File: src/rtl/stream_gather_bin_if.sv
`default_nettype none
// ============================================================================
// Module   : stream_gather_bin_if
// Purpose  : Word-stream input / frame-vector output bundle of the gatherer.
// Revision : 1.0 - initial release
// ============================================================================
interface stream_gather_bin_if #(
  parameter int DATA_W = 13,
  parameter int DATA_N = 11
);
  localparam int CNT_W = $clog2(DATA_N + 1);

  logic                             s_valid;
  logic                             s_ready;
  logic [DATA_W-1:0]                s_data;
  logic                             s_last;
  logic                             m_valid;
  logic                             m_ready;
  logic [0:DATA_N-1][DATA_W-1:0]    m_data;
  logic [CNT_W-1:0]                 m_cnt;
  logic                             m_short;

  modport slave (
    input  s_valid, s_data, s_last, m_ready,
    output s_ready, m_valid, m_data, m_cnt, m_short
  );

  modport master (
    output s_valid, s_data, s_last, m_ready,
    input  s_ready, m_valid, m_data, m_cnt, m_short
  );
endinterface
`default_nettype wire

File: src/rtl/stream_gather_bin.sv
`default_nettype none
// ============================================================================
// Module   : stream_gather_bin
// Purpose  : Packs a word stream into zero-padded DATA_N-lane frames.
// Revision : 1.0 - initial release
// ============================================================================
module stream_gather_bin #(
  parameter int DATA_W = 13,
  parameter int DATA_N = 11
) (
  input  wire logic          clk,
  input  wire logic          rst,
  stream_gather_bin_if.slave bus
);
  localparam int CNT_W = $clog2(DATA_N + 1);
  localparam logic [CNT_W-1:0] c_last_lane = CNT_W'(DATA_N - 1);
  localparam logic [CNT_W-1:0] c_one       = CNT_W'(1);

  typedef logic [0:DATA_N-1][DATA_W-1:0] frame_t;

  frame_t           r_fill;
  frame_t           r_m_data;
  frame_t           w_frame;
  logic [CNT_W-1:0] r_fill_cnt;
  logic [CNT_W-1:0] r_m_cnt;
  logic [CNT_W-1:0] w_cnt_inc;
  logic             r_pend;
  logic             r_pend_short;
  logic             r_m_valid;
  logic             r_m_short;
  logic             r_s_ready;
  logic             w_acc;
  logic             w_full;
  logic             w_close;
  logic             w_slot_free;
  logic             w_short;

  always_comb begin
    w_acc       = bus.s_valid & r_s_ready;
    w_full      = (r_fill_cnt == c_last_lane);
    w_close     = w_acc & (bus.s_last | w_full);
    w_slot_free = !r_m_valid | bus.m_ready;
    w_short     = !w_full;
    w_cnt_inc   = r_fill_cnt + c_one;
    // Unused lanes are already zero because the fill buffer is cleared per frame.
    w_frame     = r_fill;
    for (int i = 0; i < DATA_N; i++) begin
      if (CNT_W'(i) == r_fill_cnt) begin
        w_frame[i] = bus.s_data;
      end
    end
  end

  always_ff @(posedge clk or posedge rst) begin
    if (rst) begin
      r_fill       <= '0;
      r_fill_cnt   <= '0;
      r_pend       <= 1'b0;
      r_pend_short <= 1'b0;
      r_m_data     <= '0;
      r_m_cnt      <= '0;
      r_m_short    <= 1'b0;
      r_m_valid    <= 1'b0;
      r_s_ready    <= 1'b0;
    end else begin
      r_s_ready <= !r_pend;
      if (r_pend && w_slot_free) begin
        // Parked frame moves out; input side reopens next cycle.
        r_m_data   <= r_fill;
        r_m_cnt    <= r_fill_cnt;
        r_m_short  <= r_pend_short;
        r_m_valid  <= 1'b1;
        r_fill     <= '0;
        r_fill_cnt <= '0;
        r_pend     <= 1'b0;
        r_s_ready  <= 1'b1;
      end else if (w_close && w_slot_free) begin
        r_m_data   <= w_frame;
        r_m_cnt    <= w_cnt_inc;
        r_m_short  <= w_short;
        r_m_valid  <= 1'b1;
        r_fill     <= '0;
        r_fill_cnt <= '0;
      end else begin
        r_m_valid <= r_m_valid & !bus.m_ready;
        if (w_close) begin
          r_fill       <= w_frame;
          r_fill_cnt   <= w_cnt_inc;
          r_pend       <= 1'b1;
          r_pend_short <= w_short;
          r_s_ready    <= 1'b0;
        end else if (w_acc) begin
          r_fill     <= w_frame;
          r_fill_cnt <= w_cnt_inc;
        end
      end
    end
  end

  assign bus.s_ready = r_s_ready;
  assign bus.m_valid = r_m_valid;
  assign bus.m_data  = r_m_data;
  assign bus.m_cnt   = r_m_cnt;
  assign bus.m_short = r_m_short;
endmodule
`default_nettype wire

File: src/flat_wrapper.sv
// flat-port wrapper written by rule: the top's interface ports become plain ports
module stream_gather_bin_flat 
#(
  parameter int DATA_W = 13,
  parameter int DATA_N = 11
)
  (clk, rst, bus_s_valid, bus_s_data, bus_s_last, bus_m_ready, bus_s_ready, bus_m_valid, bus_m_data, bus_m_cnt, bus_m_short);
  stream_gather_bin_if #(.DATA_W(DATA_W), .DATA_N(DATA_N)) bus_i ();
  input  wire logic clk;
  input  wire logic rst;
  input wire logic [$bits(bus_i.s_valid)-1:0] bus_s_valid;
  input wire logic [$bits(bus_i.s_data)-1:0] bus_s_data;
  input wire logic [$bits(bus_i.s_last)-1:0] bus_s_last;
  input wire logic [$bits(bus_i.m_ready)-1:0] bus_m_ready;
  output wire logic [$bits(bus_i.s_ready)-1:0] bus_s_ready;
  output wire logic [$bits(bus_i.m_valid)-1:0] bus_m_valid;
  output wire logic [$bits(bus_i.m_data)-1:0] bus_m_data;
  output wire logic [$bits(bus_i.m_cnt)-1:0] bus_m_cnt;
  output wire logic [$bits(bus_i.m_short)-1:0] bus_m_short;
  assign bus_i.s_valid = bus_s_valid;
  assign bus_i.s_data = bus_s_data;
  assign bus_i.s_last = bus_s_last;
  assign bus_i.m_ready = bus_m_ready;
  assign bus_s_ready = bus_i.s_ready;
  assign bus_m_valid = bus_i.m_valid;
  assign bus_m_data = bus_i.m_data;
  assign bus_m_cnt = bus_i.m_cnt;
  assign bus_m_short = bus_i.m_short;
  stream_gather_bin #(.DATA_W(DATA_W), .DATA_N(DATA_N)) u_core (.clk(clk), .rst(rst), .bus(bus_i));
endmodule
File: config.mk
export PLATFORM = sky130hd
export DESIGN_NAME = stream_gather_bin_flat
export DESIGN_NICKNAME = d
export VERILOG_FILES = /design/src/rtl/stream_gather_bin_if.sv /design/src/rtl/stream_gather_bin.sv /design/src/flat_wrapper.sv
export SDC_FILE = /design/constraint.sdc
export NUM_CORES = 1
export LEC_CHECK = 0
export BUFFER_PORTS_ARGS = -buffer_cell sky130_fd_sc_hd__clkbuf_2
export CORE_UTILIZATION = 50
export DETAILED_ROUTE_END_ITERATION = 8
export GPL_TIMING_DRIVEN = 0
export PLACE_DENSITY = 0.7
export SYNTH_ARGS = -nofsm -noshare
export SYNTH_HDL_FRONTEND = slang
export SYNTH_SLANG_ARGS = --single-unit
File: constraint.sdc
create_clock -name clk -period 22.1 [get_ports clk]
set_input_delay 2.21 -clock clk [delete_from_list [all_inputs] [get_ports clk]]
set_output_delay 2.21 -clock clk [all_outputs]
set_load 0.02 [all_outputs]
==> results.tsv <==
metric	value	unit
Die W	160	um
reg2reg end	u_core.bus.m_data[113]	
Crit Path Max Fanout	10	
Final Setup Violations	0	
CTS tree	yes	
ANT cells	0	
Ys Warns	0	
Synth Flop Type	dfrtp_1	
switching fraction of total power	35.4	%
Final WS setup	17.90	ns
GRT Total Usage	30.3	%
CTS Buf Count	31	
Layout Nets	1333	
clock share of power	30.0	%
slowest cell on the critical path	a21boi_1	
Critical Path Source Type	input pin	
detailed-route DRC error count	0	
worst reg-to-reg path cell count	5	
DRT iter0 DRCs	1078	
H-tree depth	1	
Peak supply drop	83.6	uV
Max Slew Vio Count	10	
clk root buf	clkbuf_16	
RD Place Congestion	0.883	
M3 GR Usage	4.64	%
share of cells above drive strength 1	22.8	%
ANT nets after route	0	
I/O Buffers	167	
register area share after synthesis	60.3	%
post-synth cell types	41	
post-place setup slack	17.37	ns
commonest non-fill, non-tap cells in the layout	dfrtp_1, nor2_1, clkbuf_2, a22o_1, a221oi_1	
final clock skew	0.0116	ns
initial antenna violation count	0	
Post-synth EDFFs	0	
Worst-path clk slew	0.06	ns
Max Cap Viol	1	
busiest grt layer	met2	
Resized Gates After CTS	0	
number of global-route vias before repair	10000	
Routed wire per std cell	23.1	um
pwr/cell area	124	mW/mm^2
largest net degree at the start of global routing	123	
Syn Area/Cell	11.2	um^2
Leak	7.15	nW
Clock Tree Buf Depth	3	
Final HPWL DP	25.5	mm
TNS Setup	0	ns
clock sinks	299	
Cell Area, Synth	0.0124	mm^2
met1 Usage GRT	42.1	%
Post-CTS Setup Bufs	0	
Reg-to-Reg Start	u_core.r_pend	
worst path buffer plus inverter count	3	
status	finished with violations	
vias per inst	6.21	
site row count	57	
f_max	238	MHz
total grt overflow	0	
Synth Register Bits	299	
CP endpoint kind	register	
Async SR Flop Fraction	100	%
Worst Hold End	u_core.bus.m_cnt[3]	
hold_sp	u_core.bus.m_cnt[3]	
Critical Path, Cell by Cell	clkbuf_2 -> nand2b_1 -> clkbuf_1 -> clkbuf_1 -> a21boi_1 -> a221oi_1 -> nor2_1	
worst hold path type	reg -> reg	
worst skew pair latency	0.57	ns
area growth from synthesis to final layout	20.1	%
IO Count	168	
Internal Power	1.19	mW
CTS Hold Bufs	0	
Post-Syn Nets	1126	
Worst Hold Depth	2	
Sw Pwr	0.651	mW
critical path required time	22.59	ns
Post-Synthesis Cells	1104	
Comb power frac	28.5	%
family with the most delay on the worst path	compound AO/OA/AOI/OAI gates	
RSZ-0062 raised after global routing	no	
Die Area	0.0254	mm^2
wire length of the first global-routing pass	58.9	mm
vias	10300	
Final Cycle Share	19.0	%
CP most frequent cell	clkbuf_1	
Worst slew margin	-3.17	%
Routed WL	38.3	mm
final hold viol count	0	
drt pass-1 iters	5	
CORE AREA	0.0243	mm^2
Tightest Pin Transition	1.54	ns
failing checks	max-capacitance violations, max-slew violations	
die height	160	um
grt met2 use	47.0	%
Sequential Power Share	41.5	%
path type of the worst setup path	in -> reg	
largest stage delay on the critical path	1.24	ns
R2R setup slack	19.27	ns
Final Critical Period	4.20	ns
placed insts	1602	
most common cell after layout, fill and taps aside	dfrtp_1	
Final Non-Filler Cells	1660	
arrival time worst endpoint	4.69	ns
Initial Util	51.0	%
[registers in the layout, summed over array words and instances, names as in the netlist]
register	cells
u_core.r_pend	1
u_core.bus.m_cnt	4
u_core.bus.m_short	1
u_core.bus.m_data	143
u_core.r_pend_short	1
u_core.bus.m_valid	1
u_core.r_fill_cnt	4
u_core.r_fill	143
u_core.bus.s_ready	1
[cells by family after synthesis]
| kind of cell | count (synthesis) | share of synthesized area, % |
|---|---|---|
| AO/OA/AOI/OAI | 342 | 22.9 |
| XOR/XNOR | 3 | 0.212 |
| adder cells (fa/ha/maj) | 4 | 0.404 |
| buffers and inverters | 114 | 3.99 |
| flip-flops | 299 | 60.3 |
| multiplexers | 8 | 0.646 |
| AND/OR/NAND/NOR | 334 | 11.5 |
[power groups by stage]
stage | sequential [mW] | combinational (mW) | clock (mW)
2_1_floorplan | 0.856 | 0.245 | 0
3_3_place_gp | 0.767 | 0.508 | 0
3_5_place_dp | 0.771 | 0.521 | 0
4_1_cts | 0.762 | 0.525 | 0.555
5_1_grt | 0.777 | 0.568 | 0.575
6_report | 0.763 | 0.525 | 0.551
[per-stage QoR]
step,area (um^2),hold WS [ns],util (%),power [mW]
after detailed placement,13800,0.480,56.7,1.29
after global routing,14900,0.516,61.2,1.92
after floorplan,12400,0.463,-,1.10
after CTS,14900,0.507,61.2,1.84
final,14900,0.503,61.2,1.84
after global placement,13600,0.475,56.1,1.28
[how the worst max path moves through the flow]
stage / startpoint / end / slack (ns) / cells after the start
5_1_grt: bus_m_ready / u_core.bus.m_data[113] / 17.87 / 7
3_5_place_dp: bus_m_ready / u_core.bus.m_data[115] / 17.37 / 7
4_1_cts: bus_m_ready / u_core.bus.m_data[115] / 17.95 / 7
3_3_place_gp: rst / u_core.bus.m_data[118] / 8.60 / 2
2_1_floorplan: rst / u_core.bus.m_cnt[0] / 11.63 / 1
6_report: bus_m_ready / u_core.bus.m_data[113] / 17.90 / 7
[worst reg2reg max path: cells and delay by family, from the launching register on]
family          cells  cell delay, ns
compound gates      2            1.63
buf+inv             2            0.53
flops               1            0.42
simple gates        1            0.18
[layer usage]
layer	part of all wire, %	wire (um)
met1	42	16000
met2	46	17500
met3	7.4	2840
met4	5.1	1970
met5	0	0
[Yosys cell counts (2+ instances only)]
library cell	n	area (um^2)
nand3_1	2	10.0
clkbuf_1	55	206
or3_1	2	12.5
xor2_1	2	17.5
nor2_1	258	968
nor2b_1	2	12.5
o21ai_0	18	90.1
a22o_1	143	1250
a21boi_1	14	105
buf_1	2	7.51
a31oi_1	2	12.5
nor2_2	3	18.8
a21oi_1	11	55.1
mux2i_1	8	80.1
inv_1	6	22.5
a221o_1	13	130
dfrtp_1	299	7480
nor3b_1	14	105
a221oi_1	123	1080
o21ai_2	2	17.5
nand2_2	2	12.5
ha_1	4	50.1
nor3b_2	2	25.0
buf_2	47	235
buf_4	2	15.0
a211oi_1	2	15.0
and2_1	2	12.5
o21ai_1	10	50.1
nand2_1	36	135
and3b_1	7	61.3
[final cells by class]
class / count / area, um^2
clock inverter: 19 / 206
fill: 2054 / 9430
buffer: 107 / 469
clock buffer: 39 / 886
tap: 324 / 405
multi-input combinational: 691 / 4460
sequential: 299 / 7480
inverter: 7 / 33.8
timing repair buffer: 174 / 955
Power figures use the tool's default switching activity.
